$ cat config.mk
export PLATFORM = sky130hd
export DESIGN_NAME = scoreboard_hazard
export DESIGN_NICKNAME = d
export VERILOG_FILES = /design/src/rtl/scoreboard_hazard.sv
export SDC_FILE = /design/constraint.sdc
export NUM_CORES = 1
export LEC_CHECK = 0
export ABC_AREA = 0
export BUFFER_PORTS_ARGS = -buffer_cell sky130_fd_sc_hd__buf_2
export CORE_ASPECT_RATIO = 1.4
export CORE_MARGIN = 5
export CORE_UTILIZATION = 45
export CTS_CLUSTER_SIZE = 30
export DETAILED_ROUTE_END_ITERATION = 16
export MAX_ROUTING_LAYER = met4
export PLACE_DENSITY_LB_ADDON = 0.3
export SYNTH_ARGS = -nofsm -noshare
export SYNTH_HDL_FRONTEND = slang
export SYNTH_SLANG_ARGS = --single-unit
$ cat constraint.sdc
create_clock -name clk -period 4 [get_ports clk]
set_input_delay 0.6 -clock clk [delete_from_list [all_inputs] [get_ports clk]]
set_output_delay 0.6 -clock clk [all_outputs]
set_load 0.1 [all_outputs]
$ cat src/rtl/scoreboard_hazard.sv
// Per-register pending-write scoreboard beside decode.
// Tracks long-latency writers until writeback and stalls hazards.
module scoreboard_hazard #(
   parameter int NUM_REGS        = 32,
   parameter int ADDR_W          = 5,
   parameter int CNT_W           = 2,
   parameter int MAX_OUTSTANDING = 4,
   parameter int OUT_W           = 3,
   parameter int WB_BYPASS       = 1
) (
   input  logic                clk,
   input  logic                rst_n,
   input  logic                issue_valid,
   output logic                issue_ready,
   input  logic [ADDR_W-1:0]   issue_rs_addr,
   input  logic [ADDR_W-1:0]   issue_rt_addr,
   input  logic                issue_reads_rs,
   input  logic                issue_reads_rt,
   input  logic                issue_we,
   input  logic [ADDR_W-1:0]   issue_dst_addr,
   input  logic                issue_long,
   input  logic                wb_valid,
   input  logic [ADDR_W-1:0]   wb_addr,
   input  logic                flush,
   output logic [NUM_REGS-1:0] busy_mask,
   output logic [OUT_W-1:0]    outstanding,
   output logic                sb_err,
   output logic [31:0]         stall_cycles
);

   localparam logic [CNT_W-1:0] CNT_MAX = '1;
   localparam logic [CNT_W-1:0] CNT_ONE = CNT_W'(1);
   localparam logic [OUT_W-1:0] OUT_MAX = OUT_W'(MAX_OUTSTANDING);

   logic [CNT_W-1:0]    cnt_q [NUM_REGS];
   logic [NUM_REGS-1:0] pend;
   logic                wb_hit;
   logic                wb_bad;
   logic                is_lw;
   logic                raw_stall;
   logic                waw_stall;
   logic                sat_stall;
   logic                lim_stall;
   logic                accept;

   // pend hides a register whose last pending write retires this cycle
   always_comb begin
      for (int i = 0; i < NUM_REGS; i++) begin
         busy_mask[i] = cnt_q[i] != '0;
         pend[i]      = busy_mask[i] && (i != 0);
         if (WB_BYPASS != 0 && wb_valid &&
             wb_addr == ADDR_W'(i) && cnt_q[i] == CNT_ONE)
            pend[i] = 1'b0;
      end
   end

   assign wb_hit = wb_valid && (cnt_q[wb_addr] != '0);
   assign wb_bad = wb_valid && (cnt_q[wb_addr] == '0);
   assign is_lw  = issue_we && issue_long;

   assign raw_stall = (issue_reads_rs && pend[issue_rs_addr]) ||
                      (issue_reads_rt && pend[issue_rt_addr]);
   assign waw_stall = issue_we && !issue_long && pend[issue_dst_addr];
   assign sat_stall = is_lw && (cnt_q[issue_dst_addr] == CNT_MAX);
   assign lim_stall = is_lw && (outstanding == OUT_MAX) && !wb_hit;

   assign issue_ready = !(raw_stall || waw_stall || sat_stall || lim_stall);
   assign accept      = issue_valid && issue_ready && is_lw &&
                        (issue_dst_addr != '0);

   always_ff @(posedge clk or negedge rst_n) begin
      if (!rst_n) begin
         for (int i = 0; i < NUM_REGS; i++) cnt_q[i] <= '0;
         outstanding <= '0;
      end else if (flush) begin
         for (int i = 0; i < NUM_REGS; i++) cnt_q[i] <= '0;
         outstanding <= '0;
      end else begin
         for (int i = 0; i < NUM_REGS; i++) begin
            if (accept && issue_dst_addr == ADDR_W'(i) &&
                !(wb_hit && wb_addr == ADDR_W'(i)))
               cnt_q[i] <= cnt_q[i] + CNT_ONE;
            else if (wb_hit && wb_addr == ADDR_W'(i) &&
                     !(accept && issue_dst_addr == ADDR_W'(i)))
               cnt_q[i] <= cnt_q[i] - CNT_ONE;
         end
         if (accept && !wb_hit)
            outstanding <= outstanding + OUT_W'(1);
         else if (wb_hit && !accept)
            outstanding <= outstanding - OUT_W'(1);
      end
   end

   always_ff @(posedge clk or negedge rst_n) begin
      if (!rst_n) begin
         sb_err       <= 1'b0;
         stall_cycles <= '0;
      end else begin
         if (wb_bad) sb_err <= 1'b1;
         if (issue_valid && !issue_ready && stall_cycles != '1)
            stall_cycles <= stall_cycles + 32'd1;
      end
   end

endmodule

==> results.md <==
- Part of the cycle the worst path needs: 0.9410
- Gr usage total: 0.3250
- Synth top area share: 0.2544
- Post-route insts no fill: 1631
- Clock latency at the later pin of the worst-skew pair: 0.38 ns
- Fin. Hold Viols: 0
- Die W: approximately 130 um
- # IOs: 98
- Buffers added on ports: 97
- Net count after synthesis: 1274
- CTS root buf: clkbuf_16
- Slew HR: 0.3682
- Hold-fix buffers, CTS: 0
- DP Cell Count: about 1600
- Power per standard cell area: approximately 270 nW/um2
- Post-Synth Simple-Gate Area: 0.2787
- Share of layout cells above drive strength 1: 0.2241
- RSZ-0062 raised after global routing: false
- DRT Pass-1 Iters: 5
- Die Y-Extent: 184.9 um
- Final core occ: 0.5316
- Vias per std cell: 6.096
- EDFF count, synth: 0
- Initial antenna violation count: 0
- Xor and xnor area share after synthesis: 0.08331
- Layout area overhead: 17.27%
- Worst path required time: between 3 and 4 ns
- Status: completed
- CP Class: in -> out
- Total wire length: 38.93 mm
- Inserted Clock Buffers: 9
- Die ar.: ~25000 um2
- Largest family of logic cells by synthesized area: simple AND/OR/NAND/NOR gates
- Core area: 21700 um2
- Multiplexer area fraction after synthesis: 0.06283
- Ys async rst share: 1.000
- # diodes: 0
- Largest cells by area after synthesis: dfrtp_1 25%, ha_1 8.1%, xnor2_1 6.9%
- CTS tree: built
- 1st-iter DRT viols: a little over 700
- Clock Sinks: 100
- Vias in the first global route: 10180
- Routability cong.: ~1.1
- Clk pin slew, worst setup/hold paths: 0.08 ns
- Hold Path Class: in -> async
- Worst Setup Slack post-DPL: -0.07416 ns
- Ys flop type: dfrtp_1
- Post-DP Area: 11240 um2
- Post-synthesis sequential area ratio: 0.2544
- FF+latch count, synth: 100
- PnR worst setup slack: 0.2359 ns
- FP Rows: 64
- Synthesized-area fraction occupied by adder cells: 0.08446
- Fin area: 11540 um2
- Syn Inst Count: about 1200
- Synthesized area per cell: 8.336 um2
- Peak supply drop: 460.4 uV
- Compound-Gate Fraction of Synth Area: 0.1533
- Achievable frequency: 265.7 MHz
- Period minus WS final: 3.764 ns
- Cell taking the most area after synthesis: dfrtp_1
- CTS max path bufs: 2
- Worst setup SP type: input pin
- Final setup skew: 0.01487 ns
- Global-route wire length before repair: 59.86 mm
- Gr ovfl total: 0
- Synth Cell Area: 9837 um2
- Fin nets: about 1400
- Ys Warns: 0
- Final setup viols: 0
- Worst-path fanout max: 8
- Synth cell types: 97
- Vias: slightly below 10000
- WL/cell: 23.87 um
- Drt drc: 0
- Max-slew violations: 0
- Crit path DAT: ~3.2 ns
- Fillers: 2112
- CP endpoint kind: primary output
- Post-route ant nets: 0
- Pleak: 5.023 nW
- Starting Density: 0.4533
- Dpl hpwl: 31.07 mm
- Worst-margin pin slew: 0.9455 ns
- H-tree Lvls: 3
- Pin count of the biggest net entering global routing: between 70 and 80
- Maxcap violations: 0
-- metal layers --
layer  GRT usage  wire, um  share of wire  vias up
met4      0.2461      3459          0.089        0
met1      0.3505     14390           0.37     4810
li1            -         -              -     4551
met5           -         0              0        -
met2      0.5454     19160           0.49      425
met3     0.03886      1917          0.049      156
-- layout make-up --
type / instances / area [um2] / share of cell area
repair buffers: 210 / 1426 / 0.1236
flip-flops and latches: 100 / 2502 / 0.2169
inverters: 113 / 424.2 / 0.03677
clock inverters: 6 / 46.29 / 0.004013
well taps: 297 / 371.6 / 0.03221
clock buffers: 10 / 239.0 / 0.02072
multi-input cells: 895 / 6526 / 0.5657
-- registers in the layout (all words and copies together), names as in the netlist --
name and count:
stall_cycles 32, outstanding 3, sb_err 1, cnt_q 64
-- placed cells by master (no fill, tap or decap), types with 5 or more instances in the layout --
cell	n
and4b_1	5
nor4_2	13
buf_4	108
a311oi_1	12
and2_1	6
a22oi_1	5
xnor2_1	77
o21ai_0	23
a21oi_1	17
nand3b_1	11
or3_1	21
o2111ai_1	9
nand2_1	82
o41a_1	7
inv_1	113
a31oi_1	44
nor4_1	18
mux2_2	21
xor2_1	14
a211oi_1	19
mux2i_1	19
and3_1	11
nor3_1	60
nand4_1	15
nand2b_1	15
nand3_1	61
nor2b_1	24
clkbuf_16	9
buf_2	95
nor2_1	93
buf_12	7
ha_1	64
mux4_2	8
o22ai_1	14
or4_1	7
dfrtp_1	100
-- cell usage after synthesis, types with 19 or more instances --
| cell | instances |
|---|---|
| ha_1 | 64 |
| or3_1 | 21 |
| a211oi_1 | 19 |
| dfrtp_1 | 100 |
| mux2_2 | 21 |
| inv_1 | 113 |
| nor2b_1 | 24 |
| clkbuf_1 | 35 |
| o21ai_0 | 23 |
| nand3_1 | 61 |
| a31oi_1 | 44 |
| nor3_1 | 60 |
| xnor2_1 | 77 |
| nor2_1 | 94 |
| mux2i_1 | 19 |
| nand2_1 | 82 |
-- worst max-delay path: stages --
cell,delay [ns]
buf_2,0.12
nor2b_1,0.69
buf_4,0.23
a311oi_1,0.09
a2111oi_0,0.44
a311o_1,0.18
or4_4,0.14
nand4b_4,0.22
nor2_4,0.24
buf_12,0.20
-- power by group --
part | switching, mW | total (mW) | internal (mW)
logic | 0.837 | 1.12 | 0.282
registers | 0.0675 | 1.12 | 1.06
clock network | 0.465 | 0.911 | 0.446
-- what timing repair did --
| item | in CTS | in global routing |
|---|---|---|
| setup buffers | 0 | 0 |
| endpoints found under the setup margin | 0 | 2 |
| gates resized for setup | 0 | 2 |
-- logic make-up (layout without fill, tap and decap cells) --
logic type,Yosys count,in the layout
fa+ha+maj,66,66
compound gates,203,203
simple gates,485,485
mux,49,49
xor+xnor,92,92
flops,100,100
buf+inv,185,339
-- worst paths after layout --
path,slack (ns),startpoint,cells past startpoint,endpoint
setup / recovery,0.24,wb_addr[2],10,issue_ready
min in group clk,0.47,sb_err,1,sb_err
hold reg to reg,0.47,sb_err,1,sb_err
hold / removal,0.14,rst_n,1,cnt_q[30]
max in group asynchronous,3.07,rst_n,2,cnt_q[47]
setup reg to reg,0.42,cnt_q[46],12,stall_cycles[31]
-- through the flow --
stage / power [mW] / hold WS (ns) / TNS [ns]
floorplan: 1.909 / 0.3044 / 0
global placement: 2.239 / 0.4489 / -0.009406
detailed placement: 2.245 / 0.4489 / -0.1449
CTS: 3.155 / 0.1544 / 0
global route: 3.270 / 0.1798 / 0
finish: 3.154 / 0.1445 / 0
Note: power is estimated with default switching activity, not from simulation.
